`src/rtl/vcache_stat_print_sequencer.sv`:
```
// Round-robin arbiter that replays a granted stat tag to each vcache
// profiler in turn, one print pulse per vcache with a fixed idle gap.
module vcache_stat_print_sequencer #(
    parameter int num_req_p    = 2,
    parameter int num_vcache_p = 8,
    parameter int data_width_p = 32,
    parameter int gap_cycles_p = 1
) (
    input  logic                           clk_i,
    input  logic                           reset_i,
    input  logic [num_req_p-1:0]           req_v_i,
    input  logic [num_req_p*data_width_p-1:0] req_tag_i,
    output logic [num_req_p-1:0]           req_yumi_o,
    output logic [num_vcache_p-1:0]        print_stat_v_o,
    output logic [data_width_p-1:0]        print_stat_tag_o,
    output logic                           busy_o,
    output logic                           done_v_o
);

    localparam int idx_w = (num_vcache_p > 1) ? $clog2(num_vcache_p) : 1;
    localparam int gap_w = (gap_cycles_p > 0) ? $clog2(gap_cycles_p + 1) : 1;
    localparam int rr_w  = (num_req_p > 1) ? $clog2(num_req_p) : 1;

    localparam logic [idx_w-1:0]        last_idx = idx_w'(num_vcache_p - 1);
    localparam logic [rr_w:0]           nreq     = (rr_w + 1)'(num_req_p);
    localparam logic [num_req_p-1:0]    one_r    = num_req_p'(1);
    localparam logic [num_vcache_p-1:0] one_v    = num_vcache_p'(1);

    typedef enum logic [1:0] {
        IDLE,
        ISSUE,
        GAP,
        DONE
    } state_e;

    state_e state, state_n;

    logic [idx_w-1:0]        idx, idx_n;
    logic [gap_w-1:0]        gap_cnt, gap_cnt_n;
    logic [rr_w-1:0]         rr_ptr, rr_ptr_n;
    logic [data_width_p-1:0] tag_r, tag_n;
    logic                    armed;

    logic                    found;
    logic                    take;
    logic [rr_w-1:0]         grant_w;
    logic [rr_w:0]           sum;
    logic [rr_w:0]           rr_inc;

    // First requester at or after rr_ptr, wrapping.
    always_comb begin
        found   = 1'b0;
        grant_w = '0;
        sum     = '0;
        for (int i = 0; i < num_req_p; i++) begin
            sum = {1'b0, rr_ptr} + (rr_w + 1)'(i);
            if (sum >= nreq) sum = sum - nreq;
            if (!found && req_v_i[sum[rr_w-1:0]]) begin
                found   = 1'b1;
                grant_w = sum[rr_w-1:0];
            end
        end
    end

    // No grant during reset or in the first cycle after it.
    assign take       = (state == IDLE) && armed && !reset_i && found;
    assign req_yumi_o = take ? (one_r << grant_w) : '0;

    always_comb begin
        state_n        = state;
        idx_n          = idx;
        gap_cnt_n      = gap_cnt;
        rr_ptr_n       = rr_ptr;
        tag_n          = tag_r;
        print_stat_v_o = '0;
        rr_inc         = '0;
        unique case (state)
            IDLE: begin
                if (take) begin
                    tag_n  = req_tag_i[int'(grant_w)*data_width_p +: data_width_p];
                    rr_inc = {1'b0, grant_w} + (rr_w + 1)'(1);
                    if (rr_inc >= nreq) rr_inc = rr_inc - nreq;
                    rr_ptr_n = rr_inc[rr_w-1:0];
                    idx_n    = '0;
                    state_n  = ISSUE;
                end
            end
            ISSUE: begin
                print_stat_v_o = one_v << idx;
                if (idx == last_idx) begin
                    state_n = DONE;
                end else if (gap_cycles_p == 0) begin
                    idx_n = idx + idx_w'(1);
                end else begin
                    gap_cnt_n = gap_w'(gap_cycles_p - 1);
                    idx_n     = idx + idx_w'(1);
                    state_n   = GAP;
                end
            end
            GAP: begin
                if (gap_cnt == '0) state_n = ISSUE;
                else gap_cnt_n = gap_cnt - gap_w'(1);
            end
            DONE: begin
                state_n = IDLE;
            end
            default: begin
                state_n = IDLE;
            end
        endcase
    end

    always_ff @(posedge clk_i) begin
        if (reset_i) begin
            state   <= IDLE;
            idx     <= '0;
            gap_cnt <= '0;
            rr_ptr  <= '0;
            tag_r   <= '0;
            armed   <= 1'b0;
        end else begin
            state   <= state_n;
            idx     <= idx_n;
            gap_cnt <= gap_cnt_n;
            rr_ptr  <= rr_ptr_n;
            tag_r   <= tag_n;
            armed   <= 1'b1;
        end
    end

    assign print_stat_tag_o = tag_r;
    assign busy_o           = (state != IDLE);
    assign done_v_o         = (state == DONE);

endmodule
```
`config.mk`:
```
export PLATFORM = sky130hd
export DESIGN_NAME = vcache_stat_print_sequencer
export DESIGN_NICKNAME = d
export VERILOG_FILES = /design/src/rtl/vcache_stat_print_sequencer.sv
export SDC_FILE = /design/constraint.sdc
export NUM_CORES = 1
export LEC_CHECK = 0
export BUFFER_PORTS_ARGS = -buffer_cell sky130_fd_sc_hd__clkbuf_2
export CORE_UTILIZATION = 48
export DETAILED_ROUTE_END_ITERATION = 6
export GPL_TIMING_DRIVEN = 0
export MAX_ROUTING_LAYER = met4
export PLACE_DENSITY = 0.86
export SLEW_MARGIN = 20
export SYNTH_ARGS = -nofsm -noshare
export SYNTH_HDL_FRONTEND = slang
export SYNTH_SLANG_ARGS = --single-unit
```
`constraint.sdc`:
```
create_clock -name clk_i -period 3.2 [get_ports clk_i]
set_input_delay 0.64 -clock clk_i [delete_from_list [all_inputs] [get_ports clk_i]]
set_output_delay 0.64 -clock clk_i [all_outputs]
set_load 0.03 [all_outputs]
```
Yosys cells after proc, flatten, opt, wreduce, memory -nomap -nowiden

Cells that the tools add are included.

Flip-flop bits (word level): 40
Input bits: 68
Logic and storage cells: 66
Output and inout bits: 44

Eq/ne operators: 7
$add $sub $neg: 7
Reduce and logical (&&, ||, !) cells: 14
Order comparisons: 5
Multiplexer cells: 24
Shift-type cells: 3

Operators with widths:

| cell                | count |
|---|---|
| $shiftx 64x7->32    | 1 |
| $mux 1              | 15 |
| $mux 8              | 1 |
| $pmux 2 s4          | 1 |
| $shl 1x3->8 const A | 1 |
| $mux 2              | 3 |
| $mux 3              | 2 |
| $ne 2x2->1 const B  | 3 |
| $pmux 3 s2          | 1 |
| $reduce_and 2->1    | 3 |
| $reduce_bool 2->1   | 3 |
| $add 1x1->2 const B | 2 |
| $eq 2x2->1 const B  | 2 |
| $ge 2x2->1 const B  | 2 |
| $logic_and 1x1->1   | 4 |
| $lt 1x2->1 const B  | 2 |
| $sub 1x1->1 const B | 4 |
| $add 3x1->3 const B | 1 |
| $eq 3x3->1 const B  | 1 |
| $reduce_and 3->1    | 1 |
| $eq 2x1->1 const B  | 1 |
| $ge 1x2->1 const B  | 1 |
| $logic_not 1->1     | 2 |
| $logic_not 2->1     | 1 |
| other kinds (2)     | 2 |

Longest topological paths before layout

Gate-level depths: netlist of the first run.

Word-level depth: 11
Depth in mapped cells: 6
Depth with buffers taken out: 5

Worst setup path before layout of the first run

OpenSTA, ideal clock, no wires.

Kind: input-to-output
Start: input reset_i
End: output req_yumi_o[0]
Path slack: 0.927 ns
Buffers on the path: 3
Cell stages on the path: 5
Arrival: 1.633 ns
Data required time: 2.560 ns
Path through: buf_2 -> nor4b_4 -> and3_1 -> buf_2 -> buf_2

Cells in the longest elaborated chain, start to end: 4

RTL lines:

| item                            | RTL line | RTL |
|---|---|---|
| start, declared                 | 10       | `input logic reset_i,` |
| $logic_not 1->1                 | 66       | `assign take = (state == IDLE) && armed && !reset_i && found;` |
| $logic_and 1x1->1 (2 in series) | 66       |  |
| $mux 2                          | 67       | `assign req_yumi_o = take ? (one_r << grant_w) : '0;` |
| end, declared                   | 13       | `output logic [num_req_p-1:0] req_yumi_o,` |

No other way between the ends.

Final worst setup path of the first run

Same ends and word-level chain as after synthesis.

==> results of run 1 <==
## path summary, 6_finish.rpt
check	from	endpoint	slack, ns	cells past startpoint
setup reg to reg	state[0]$_SDFFE_PP0P_	print_stat_tag_o[22]$_SDFFE_PP0P_	1.45	5
hold / removal	print_stat_tag_o[19]$_SDFFE_PP0P_	print_stat_tag_o[19]$_SDFFE_PP0P_	0.48	1
setup / recovery	reset_i	req_yumi_o[0]	0.57	6
hold reg to reg	print_stat_tag_o[19]$_SDFFE_PP0P_	print_stat_tag_o[19]$_SDFFE_PP0P_	0.48	1
## stage by stage
stage	utilization	hold WS, ns	power, mW	worst slack, ns	cell area, um2
detailed placement	0.6550	0.4671	0.8524	0.5686	2639
floorplan	-	0.4739	0.7502	0.9267	2031
global placement	0.6550	0.4679	0.8474	0.5887	2639
CTS	0.6842	0.4931	1.271	0.5561	2756
global route	0.6842	0.5084	1.321	0.4762	2756
finish	0.6842	0.4846	1.264	0.5742	2756
## kinds of logic (layout without fill, tap and decap cells)
logic type,after synthesis,count (layout)
buffers and inverters,28,145
AO/OA/AOI/OAI,42,42
AND/OR/NAND/NOR,92,92
multiplexers,1,1
flip-flops,39,39
adder cells (fa/ha/maj),6,6
## cell usage after synthesis
library cell   n
dfxtp_1       39
nand2_1       39
a221o_1       32
nor3_2        29
buf_2          8
nor3_1         8
clkbuf_1       6
ha_1           6
inv_1          6
nor2_1         6
buf_6          4
a21oi_1        3
buf_8          3
a31o_2         2
and2_1         2
o21ai_0        2
a21oi_2        1
a32o_1         1
and2b_2        1
and3_1         1
buf_4          1
mux2i_1        1
nor2b_1        1
nor3b_1        1
nor4b_4        1
o21a_1         1
or2_2          1
or3b_2         1
or4b_4         1
## sequential cells by signal, summed over array words and instances, names as in the netlist
register / count
print_stat_tag_o: 32
idx: 3
state: 2
armed: 1
rr_ptr: 1
## worst max-delay path: stages
cell	delay, ns
buf_2	0.16
nor4b_4	0.31
and3_1	0.20
buf_2	0.16
buf_2	0.24
clkbuf_2	0.26
## cell type report
cell class,count,area [um2],share of cell area
sequential,39,780.7,0.2833
buffer,22,160.2,0.05810
clock inverter,2,35.03,0.01271
tap,50,62.56,0.02270
multi-input combinational,141,1067,0.3872
timing repair buffer,109,545.5,0.1979
clock buffer,6,82.58,0.02996
inverter,6,22.52,0.008171
## power breakdown
part | internal (mW) | switching (mW) | leakage (nW)
clock | 0.252 | 0.169 | 0.0612
combinational | 0.116 | 0.183 | 0.924
sequential | 0.522 | 0.0211 | 0.320
total | 0.890 | 0.374 | 1.30
## metal layers
layer / up-vias / wire length, um / track usage
met5: - / 0 / -
met3: 0 / 305 / 0.04110
li1: 993 / - / -
met1: 917 / 2326 / 0.2873
met2: 78 / 2456 / 0.3813
met4: 0 / 0 / 0.05319
==> run metrics, run 1 <==
drt via density 5.301; Worst EP required 2.56 ns; RSZ-0062 raised after global routing false; Die ar. 4495 um2; CTS Hold Buffers Added 0; Pleak 1.305 nW; gr usage total 0.2300; Final min period 2.626 ns; Final ANT Viol Nets 0; Gate Count Post-Synth 208; slew of the pin with the lowest slew margin 0.4840 ns; # diodes 0; worst skew pair latency 0.28 ns; worst path arrival time 1.99 ns; max-cap viol count 0; post-synthesis sequential area ratio 0.3845; syn avg cell area 9.763 um2; commonest non-fill, non-tap cell in the layout clkbuf_2; Hold Path Class register to register; CP Launch Type input port; Peak VDD IR 0.2174 mV; # setup viols final 0; Final Max Tran Viols 0; Synth Area in Adders 0.03697; outcome finished clean; DRC Markers 0; drt first-iter violations 131; Die Height 67.05 um; Starting Density 0.5040; drt pass-1 iters 4; #FFs+latches synth 39; Layout Nets 398; row count 23; TritonCTS Sinks 39; XOR/XNOR Fraction of Synth Area 0; Post-CTS Resized 0; IO buf count 109; core area 4029 um2; Placed Cells 367; Max Root-Sink Buffers 2; crit share post-route 0.8206; WL/cell 13.57 um; grt ovf 0; post-synthesis cell area 2031 um2; Worst setup EP type primary output; GPL Wtd Cong 0.7534; DPL Wire Length 3733 um; synth warn 0; clk_skew 0.005257 ns; largest net degree at the start of global routing 13; main combinational cell family by area after synthesis simple AND/OR/NAND/NOR gates; Worst-path clk slew 0.08 ns; area grow syn2layout 35.74%; number of fill cells in the layout 338; final non-filler cell total 375; vias in the first global route 1744; synth unique cells 29; H-Tree Depth 2; width of the die 67.05 um; total CTS buffers 5; number of post-CTS setup repair buffers 0; share of layout cells above drive strength 1 0.5231; commonest non-fill, non-tap cells in the layout 109 x clkbuf_2, 39 x nand2_1, 39 x dfxtp_1, 32 x a221o_1, 29 x nor3_2; # IOs 112; Slew Limit Headroom 0.6773; root buf cell clkbuf_8; DRT Wirelength 5087 um; Max Clk Rate 380.8 MHz; mux cell area share after synthesis 0.004929; Yosys top cell area share 0.3845; Synth Area in Compound Gates 0.1916; first-pass GRT wire length 7693 um; cell taking the most area after synthesis dfxtp_1; power per standard cell area 458.5 nW/um2; Syn Nets 282; simple-gate area share of the yosys netlist 0.2921; initial antenna violation count 0; final hold vios 0; critical path class input port to primary output; CTS tree done; peak fanout along the critical path 10; Post-Route Setup TNS 0 ns; via count 1988; Synth area leaders dfxtp_1 38%, a221o_1 16%, nor3_2 14%
Power figures use the tool's default switching activity.
==> inputs of run 2 (changes only) <==
- CORE_UTILIZATION: 48 -> 44
- PLACE_DENSITY: 0.86 -> 0.79
- clock period: 3.2 -> 2.6 ns (I/O delays scaled with it)
==> run metrics, run 2 (synthesis results as in run 1) <==
outcome finished clean; total CTS buffers 5; number of fill cells in the layout 383; crit share post-route 0.9381; Worst setup EP type primary output; Post-CTS Resized 0; slowest CP cell nor4b_4; Post-Route Setup TNS 0 ns; DPL Wire Length 3559 um; Die Height 69.94 um; Pleak 1.302 nW; core area 4384 um2; CTS tree done; DRT Wirelength 4843 um; # IOs 112; power per standard cell area 556.6 nW/um2; H-Tree Depth 2; drt first-iter violations 88; # setup viols final 0; depth of the worst register-to-register path 5; crit path to req_yumi_o[0]; WL/cell 12.85 um; commonest non-fill, non-tap cells in the layout 109 x clkbuf_2, 39 x nand2_1, 39 x dfxtp_1, 32 x a221o_1, 29 x nor3_2; Worst EP required 2.08 ns; width of the die 69.94 um; DRC Markers 0; Final Max Tran Viols 0; initial antenna violation count 0; worst skew pair latency 0.29 ns; CP top delay family buffers and inverters; Max Clk Rate 410.0 MHz; drt pass-1 iters 4; TritonCTS Sinks 39; Die ar. 4891 um2; CP max stage delay 0.34 ns; first-pass GRT wire length 7852 um; worst path arrival time 1.92 ns; final hold vios 0; CP Launch Type register; row count 24; max-cap viol count 0; slew of the pin with the lowest slew margin 0.4996 ns; hold slack 0.4443 ns; critical path class register to primary output; via count 1935; Final min period 2.439 ns; gr usage total 0.2040; Final ANT Viol Nets 0; Starting Density 0.4632; largest net degree at the start of global routing 14; vias in the first global route 1708; CTS Hold Buffers Added 0; Worst-path clk slew 0.08 ns; peak fanout along the critical path 10; # diodes 0; Peak VDD IR 0.2228 mV; Worst Path Buf+Inv 4; Layout Nets 398; share of layout cells above drive strength 1 0.5231; Max Root-Sink Buffers 2; CP Cell Sequence buf_4 > nor4b_4 > and3_1 > buf_2 > buf_2 > clkbuf_2; Setup crit start state[0]$_SDFFE_PP0P_; grt ovf 0; Critical R2R Capture print_stat_tag_o[12]$_SDFFE_PP0P_; CP dominant cell by count buf_2; area grow syn2layout 35.61%; Slew Limit Headroom 0.6669; clk_skew 0.008269 ns; IO buf count 109; Crit path depth 6; r2r setup slk 0.86 ns; drt via density 5.133; GPL Wtd Cong 0.7377; max reg flops 32; worst r2r src state[0]$_SDFFE_PP0P_; root buf cell clkbuf_8; number of post-CTS setup repair buffers 0; Hold Path Class input port to register; RSZ-0062 raised after global routing false; commonest non-fill, non-tap cell in the layout clkbuf_2
==> run 2: worst min path at each step <==
stage,from,end,slack [ns],depth (start not counted)
finish,req_tag_i[2],print_stat_tag_o[2]$_SDFFE_PP0P_,0.44,2
floorplan,rr_ptr$_SDFFE_PP0P_,rr_ptr$_SDFFE_PP0P_,0.47,2
global placement,print_stat_tag_o[17]$_SDFFE_PP0P_,print_stat_tag_o[17]$_SDFFE_PP0P_,0.47,1
CTS,req_tag_i[2],print_stat_tag_o[2]$_SDFFE_PP0P_,0.44,2
detailed placement,print_stat_tag_o[22]$_SDFFE_PP0P_,print_stat_tag_o[22]$_SDFFE_PP0P_,0.47,1
global route,req_tag_i[19],print_stat_tag_o[19]$_SDFFE_PP0P_,0.44,2
==> run 2: layout make-up <==
| type | count | area [um2] | share of cell area |
|---|---|---|---|
| buffer | 22 | 160.2 | 0.05816 |
| clock buffer | 5 | 68.82 | 0.02499 |
| clock inverter | 3 | 43.79 | 0.01590 |
| inverter | 6 | 22.52 | 0.008178 |
| multi-input combinational | 141 | 1067 | 0.3875 |
| sequential | 39 | 780.7 | 0.2835 |
| tap | 52 | 65.06 | 0.02363 |
| timing repair buffer | 109 | 545.5 | 0.1981 |
==> run 2: layer usage <==
| metal | wire, um | GRT usage | vias up |
|---|---|---|---|
| met4 | 0 | 0.04222 | 0 |
| met5 | 0 | - | - |
| met2 | 2266 | 0.3162 | 75 |
| met3 | 328 | 0.05339 | 0 |
| met1 | 2249 | 0.2695 | 868 |
| li1 | - | - | 992 |
==> run 2: power breakdown <==
group / switching (mW) / internal, mW / leakage [nW] / total (mW)
Clock: 0.216 / 0.286 / 0.0581 / 0.502
Sequential: 0.0256 / 0.643 / 0.320 / 0.668
Combinational: 0.221 / 0.142 / 0.924 / 0.363
Total: 0.462 / 1.07 / 1.30 / 1.53
==> run 2: stage by stage <==
step	instance area, um2	setup slack, ns	cells	util	total power, mW
floorplan	2031	0.5667	208	-	0.9234
global placement	2641	0.2421	369	0.6025	1.044
detailed placement	2641	0.2447	369	0.6025	1.048
CTS	2754	0.1293	377	0.6281	1.555
global route	2754	0.01112	377	0.6281	1.609
finish	2754	0.1608	377	0.6281	1.533
